===== src/rtl/pong_sound_pkg.sv =====
// Shared encodings and default timing constants for the Pong sound path.
// Request vectors are ordered {goal, pad, wall}, so bit 2 is the highest priority.
package pong_sound_pkg;

   typedef enum logic [1:0] {
      SRC_NONE = 2'd0,
      SRC_WALL = 2'd1,
      SRC_PAD  = 2'd2,
      SRC_GOAL = 2'd3
   } src_t;

   typedef enum logic {
      IDLE = 1'b0,
      PLAY = 1'b1
   } state_t;

   localparam int DEF_GOAL_HALF_PERIOD = 65536;
   localparam int DEF_PAD_HALF_PERIOD  = 32768;
   localparam int DEF_WALL_HALF_PERIOD = 4096;
   localparam int DEF_GOAL_TICKS       = 60;
   localparam int DEF_PAD_TICKS        = 10;
   localparam int DEF_WALL_TICKS       = 6;
   localparam int DEF_DIV_W            = 17;
   localparam int DEF_TICK_W           = 8;

   function automatic src_t top_src(input logic [2:0] v);
      src_t s;
      if (v[2]) begin
         s = SRC_GOAL;
      end else if (v[1]) begin
         s = SRC_PAD;
      end else if (v[0]) begin
         s = SRC_WALL;
      end else begin
         s = SRC_NONE;
      end
      return s;
   endfunction

   function automatic logic [2:0] src_mask(input src_t s);
      logic [2:0] m;
      case (s)
         SRC_WALL: m = 3'b001;
         SRC_PAD:  m = 3'b010;
         SRC_GOAL: m = 3'b100;
         default:  m = 3'b000;
      endcase
      return m;
   endfunction

endpackage


===== src/rtl/tone_gen.sv =====
// Square-wave generator: phase counter plus toggle flop.
// While held the phase freezes and the output is parked low.
module tone_gen
   import pong_sound_pkg::*;
#(
   parameter int DIV_W = DEF_DIV_W
) (
   input  logic             clk,
   input  logic             rst,
   input  logic             restart,
   input  logic             hold,
   input  logic [DIV_W-1:0] half_period,
   output logic             wave
);

   localparam logic [DIV_W-1:0] ONE = DIV_W'(1);

   logic [DIV_W-1:0] phase_q, phase_d;
   logic             wave_q, wave_d;

   always_comb begin
      phase_d = phase_q;
      wave_d  = wave_q;
      if (restart) begin
         phase_d = '0;
         wave_d  = 1'b1;
      end else if (hold) begin
         wave_d  = 1'b0;
      end else if (phase_q == half_period - ONE) begin
         phase_d = '0;
         wave_d  = ~wave_q;
      end else begin
         phase_d = phase_q + ONE;
      end
   end

   always_ff @(posedge clk) begin
      if (rst) begin
         phase_q <= '0;
         wave_q  <= 1'b0;
      end else begin
         phase_q <= phase_d;
         wave_q  <= wave_d;
      end
   end

   assign wave = wave_q;

endmodule


===== src/rtl/buzz_sequencer.sv =====
// Shares the piezo pin between goal, paddle and wall sounds with fixed priority,
// one pending slot per source and game_en-timed tone durations.
module buzz_sequencer
   import pong_sound_pkg::*;
#(
   parameter int GOAL_HALF_PERIOD = DEF_GOAL_HALF_PERIOD,
   parameter int PAD_HALF_PERIOD  = DEF_PAD_HALF_PERIOD,
   parameter int WALL_HALF_PERIOD = DEF_WALL_HALF_PERIOD,
   parameter int GOAL_TICKS       = DEF_GOAL_TICKS,
   parameter int PAD_TICKS        = DEF_PAD_TICKS,
   parameter int WALL_TICKS       = DEF_WALL_TICKS,
   parameter int DIV_W            = DEF_DIV_W,
   parameter int TICK_W           = DEF_TICK_W
) (
   input  logic       clk,
   input  logic       rst,
   input  logic       game_en,
   input  logic       pause,
   input  logic       goal_hit,
   input  logic       pad_hit,
   input  logic       wall_hit,
   output logic       buzzer,
   output logic       busy,
   output logic [1:0] active_src
);

   localparam logic [TICK_W-1:0] TICK_ONE = TICK_W'(1);

   state_t            state_q, state_d;
   src_t              src_q, src_d;
   logic              busy_q, busy_d;
   logic [2:0]        pend_q, pend_d;
   logic [TICK_W-1:0] tick_q, tick_d;

   logic [2:0]        req_s, act_mask_s, pend_all_s;
   src_t              grant_s, hi_req_s;
   logic              same_req_s, tone_end_s, restart_s, hold_s, wave_s;
   logic [DIV_W-1:0]  half_s;
   logic [TICK_W-1:0] last_tick_s;

   assign req_s      = pause ? 3'b000 : {goal_hit, pad_hit, wall_hit};
   assign act_mask_s = src_mask(src_q);
   assign pend_all_s = pend_q | (req_s & ~act_mask_s);
   assign hi_req_s   = top_src(req_s);
   assign same_req_s = |(req_s & act_mask_s);
   assign tone_end_s = game_en && (tick_q == last_tick_s) && !same_req_s;

   always_comb begin
      case (src_q)
         SRC_GOAL: begin
            half_s      = DIV_W'(GOAL_HALF_PERIOD);
            last_tick_s = TICK_W'(GOAL_TICKS - 1);
         end
         SRC_PAD: begin
            half_s      = DIV_W'(PAD_HALF_PERIOD);
            last_tick_s = TICK_W'(PAD_TICKS - 1);
         end
         SRC_WALL: begin
            half_s      = DIV_W'(WALL_HALF_PERIOD);
            last_tick_s = TICK_W'(WALL_TICKS - 1);
         end
         default: begin
            half_s      = DIV_W'(WALL_HALF_PERIOD);
            last_tick_s = '0;
         end
      endcase
   end

   always_ff @(posedge clk) begin
      if (rst) begin
         state_q <= IDLE;
         src_q   <= SRC_NONE;
         busy_q  <= 1'b0;
         pend_q  <= 3'b000;
         tick_q  <= '0;
      end else begin
         state_q <= state_d;
         src_q   <= src_d;
         busy_q  <= busy_d;
         pend_q  <= pend_d;
         tick_q  <= tick_d;
      end
   end

   // Grant decision: idle grant, preemption, or chaining a pending source at tone end.
   always_comb begin
      state_d = state_q;
      grant_s = SRC_NONE;
      case (state_q)
         IDLE: begin
            if (pause) begin
               state_d = IDLE;
            end else begin
               grant_s = top_src(pend_all_s);
               state_d = (grant_s != SRC_NONE) ? PLAY : IDLE;
            end
         end
         PLAY: begin
            if (pause) begin
               state_d = PLAY;
            end else if (hi_req_s > src_q) begin
               grant_s = hi_req_s;
            end else if (tone_end_s) begin
               grant_s = top_src(pend_all_s);
               state_d = (grant_s != SRC_NONE) ? PLAY : IDLE;
            end else begin
               state_d = PLAY;
            end
         end
         default: state_d = IDLE;
      endcase
   end

   always_comb begin
      src_d     = src_q;
      busy_d    = busy_q;
      pend_d    = pend_all_s;
      tick_d    = tick_q;
      restart_s = 1'b0;
      hold_s    = 1'b0;
      if (pause) begin
         pend_d = pend_q;
         hold_s = 1'b1;
      end else if (grant_s != SRC_NONE) begin
         src_d     = grant_s;
         busy_d    = 1'b1;
         pend_d    = pend_all_s & ~src_mask(grant_s);
         tick_d    = '0;
         restart_s = 1'b1;
      end else if (state_d == IDLE) begin
         src_d  = SRC_NONE;
         busy_d = 1'b0;
         tick_d = '0;
         hold_s = 1'b1;
      end else if (same_req_s) begin
         tick_d = '0;
      end else if (game_en) begin
         tick_d = tick_q + TICK_ONE;
      end else begin
         tick_d = tick_q;
      end
   end

   tone_gen #(
      .DIV_W(DIV_W)
   ) u_tone (
      .clk        (clk),
      .rst        (rst),
      .restart    (restart_s),
      .hold       (hold_s),
      .half_period(half_s),
      .wave       (wave_s)
   );

   assign buzzer     = wave_s;
   assign busy       = busy_q;
   assign active_src = src_q;

endmodule


===== config.mk =====
export PLATFORM = sky130hd
export DESIGN_NAME = buzz_sequencer
export DESIGN_NICKNAME = d
export VERILOG_FILES = /design/src/rtl/pong_sound_pkg.sv /design/src/rtl/tone_gen.sv /design/src/rtl/buzz_sequencer.sv
export SDC_FILE = /design/constraint.sdc
export NUM_CORES = 1
export LEC_CHECK = 0
export ABC_AREA = 1
export CORE_UTILIZATION = 60
export DETAILED_ROUTE_END_ITERATION = 8
export PLACE_DENSITY = 0.87
export SLEW_MARGIN = 20
export SYNTH_ARGS = -nofsm -noshare
export SYNTH_HDL_FRONTEND = slang
export SYNTH_SLANG_ARGS = --single-unit

===== constraint.sdc =====
create_clock -name clk -period 2.8 [get_ports clk]
set_input_delay 0.56 -clock clk [delete_from_list [all_inputs] [get_ports clk]]
set_output_delay 0.56 -clock clk [all_outputs]
set_load 0.02 [all_outputs]

==> summary.txt <==
Setup path
  – Critical path capture point type: flop
  – Worst setup SP type: input port
  – WP data required: 3030 ps
  – Worst endpoint data arrival time: 2810 ps
  – Crit-path max FO: 5
  – WS Path Type: input port to flop

Power
  – Sw frac: 0.359
  – Clk pwr share: 0.273
  – Leakage power: 1.14 nW
  – Power Density: 490 mW/mm^2
  – Reg power frac: 0.404
  – Psw: 0.000470 W
  – Worst IR drop on VDD: 0.388 mV
  – Internal Power: 0.000839 W
  – Combinational power share: 0.323

Flow run
  – Reported max-cap violation count: 0

Yosys
  – Syn_area_per_cell: 6.38 um^2
  – Cell count after synthesis: 355
  – Synth warn: 0
  – Cell taking the most area after synthesis: dfxtp_1
  – Share of the synthesized area in the top cell type: 0.292
  – Synthesized flop and latch total: 33
  – Sequential area share after synthesis: 0.292
  – Syn Nets: 366
  – Unique masters post-synth: 34
  – Synthesized cell area: 0.00226 mm^2
  – Top cells by area, synth: dfxtp_1 29%, nand2_1 12%, nor2_1 9.5%

GRT
  – Number of global-route vias before repair: 2244
  – Largest net degree at the start of global routing: 12
  – Overflow after GRT: 0
  – Global-route wire length before repair: 9450 um
  – GR Util All Layers: 0.299
  – Initial antenna violation count: 0

Floorplan
  – Num rows: 21
  – Die Ht: 63.4 um
  – Starting utilization of the core area: 0.653
  – DIE WIDTH: 63.4 um
  – Core footprint: 0.00347 mm^2
  – Ports: 11
  – Die ar.: 0.00402 mm^2

Routing
  – Via Count: 2318
  – DRT Wirelength: 5550 um
  – Mean number of vias per cell: 5.34
  – DRC: 0
  – WL/cell: 12.8 um
  – ANT nets after route: 0
  – 1st-iter DRT viols: 186
  – Drt pass-1 iters: 4

Finish
  – P&R area growth vs syn: 18.0%
  – Fill cells: 271
  – Most frequent cells in the layout: 70 x nand2_1, 54 x nor2_1, 52 x inv_1
  – Register area: 661 um^2
  – Antenna Cells: 0
  – Nets@finish: 398
  – Multi-input logic area: 0.00137 mm^2
  – Design Area, Final: 0.00267 mm^2
  – Commonest non-fill, non-tap cell in the layout: nand2_1
  – Fraction of layout cells with a size suffix above 1: 0.191

Clock tree
  – Clock Tree Root: clkbuf_8
  – Maximum root-to-sink buffer count: 2
  – CTS tree: yes
  – CTS Buf Count: 5
  – Worst skew pair latency: 290 ps
  – Hold Buf Count CTS: 0
  – Clk sinks: 33
  – CTS clk-pin slew, worst paths: 70 ps
  – # H-tree levels: 2

Placed design
  – HPWL after detailed placement: 3990 um
  – DP Worst Slack: -138 ps
  – Routability Congestion: 0.898
  – DP Area: 0.00252 mm^2
  – Number of port buffers: 10

STA
  – Final WS setup: 220 ps
  – Fin crit period: 2580 ps
  – Layout Skew: 3.07 ps
  – Fmax: 388 MHz
  – Final slew viol count: 0
  – Worst Tran Pin Value: 492 ps
  – Rel. slew slack: 0.671
  – Tcrit/Tclk final: 0.921
  – Final setup viols: 0
  – Endpoints failing hold: 0

Hold path
  – Hold Path Class: flop to flop

Run status
  – Status: complete, no violations
[logic make-up (layout without fill, tap and decap cells)]
group / count (synthesis) / count (layout) / synth area share
XOR/XNOR: 10 / 10 / 0.0387
AND/OR/NAND/NOR: 208 / 208 / 0.435
adder cells (fa/ha/maj): 4 / 4 / 0.0221
AO/OA/AOI/OAI: 35 / 35 / 0.0890
buffers and inverters: 65 / 98 / 0.123
flip-flops: 33 / 33 / 0.292
[through the flow]
| stage | power [W] | utilization | setup TNS (ps) | hold slack [ps] | cells |
|---|---|---|---|---|---|
| after CTS | 0.00129 | 0.751 | 0 | 492 | 433 |
| final | 0.00131 | 0.770 | 0 | 478 | 434 |
| after floorplan | 0.000813 | - | 0 | 454 | 355 |
| after detailed placement | 0.000934 | 0.726 | -2040 | 475 | 425 |
| after global routing | 0.00138 | 0.770 | -33.3 | 503 | 434 |
| after global placement | 0.000924 | 0.726 | -436 | 457 | 425 |
[flip-flops by register name, summed over array words and instances, names as in the netlist]
register	flops
busy	1
state_q	1
u_tone.wave	1
u_tone.phase_q	17
pend_q	3
tick_q	8
active_src	2
[path summary, 6_finish.rpt]
path | slack (ps) | start | cells past startpoint | endpoint
worst max register to register | 560 | u_tone.phase_q[0] | 9 | u_tone.phase_q[5]
worst min register to register | 480 | busy | 2 | busy
worst min-delay path | 480 | busy | 2 | busy
worst max-delay path | 220 | goal_hit | 23 | u_tone.phase_q[5]
[timing repair]
action                     CTS  global route
resized for setup            0            19
setup endpoints to repair    0            24
buffers inserted             0             1
[layout make-up]
| class | count | share of cell area |
|---|---|---|
| multi-input combinational | 257 | 0.513 |
| sequential | 33 | 0.247 |
| clock buffer | 5 | 0.0258 |
| timing repair buffer | 32 | 0.104 |
| inverter | 58 | 0.0820 |
| clock inverter | 3 | 0.00656 |
| tap | 46 | 0.0215 |
[synth_stat cells]
master and instances:
inv_1 52, o211ai_1 1, clkinv_2 1, nor3_2 8, xnor2_1 4, o21ai_1 5, nand2_1 73, nor2_1 57
a21oi_1 15, o2111ai_1 1, buf_6 4, inv_2 5, nor4_1 1, o21ai_0 8, nand4_1 3, ha_1 4
nand2_2 6, and3_1 1, o31ai_1 1, nand3_1 24, buf_4 1, xor2_1 6, nand3_2 2, dfxtp_1 33
or2_2 1, a21oi_2 2, nor3_1 23, nor2_2 2, or2_1 1, nor2_4 1, o21ai_2 1, clkbuf_1 2
nand2_4 5, a21boi_2 1
[power groups by stage]
stage	clock network, W	logic, W	registers (W)
final	0.000357	0.000423	0.000529
after detailed placement	0	0.000396	0.000538
after global routing	0.000384	0.000469	0.000532
after floorplan	0	0.000271	0.000542
after CTS	0.000362	0.000401	0.000528
after global placement	0	0.000387	0.000537
[worst max-delay path, stage by stage]
cell	delay, ps
clkdlybuf4s50_1	460
inv_1	50
nor2_2	90
inv_1	60
nand2_1	70
inv_1	50
ha_2	150
inv_1	40
nand2_1	40
nand2_1	50
nand2_1	60
nand2_1	60
nor2_1	40
nand2_2	70
nand2_4	70
nand2_2	80
nand2_2	70
nand2_4	90
nand2_4	70
nor2_4	140
o21ai_4	100
buf_6	160
nor3_4	170
[per-layer routing]
layer | share of wire | GRT usage | wire [um] | vias to the layer above
li1 | - | - | - | 1187
met1 | 0.43 | 0.371 | 2400 | 1026
met2 | 0.46 | 0.481 | 2580 | 90
met3 | 0.080 | 0.0797 | 447 | 15
met4 | 0.023 | 0.134 | 127 | 0
met5 | 0 | 0 | 0 | -
(Power assumes the default switching activity.)
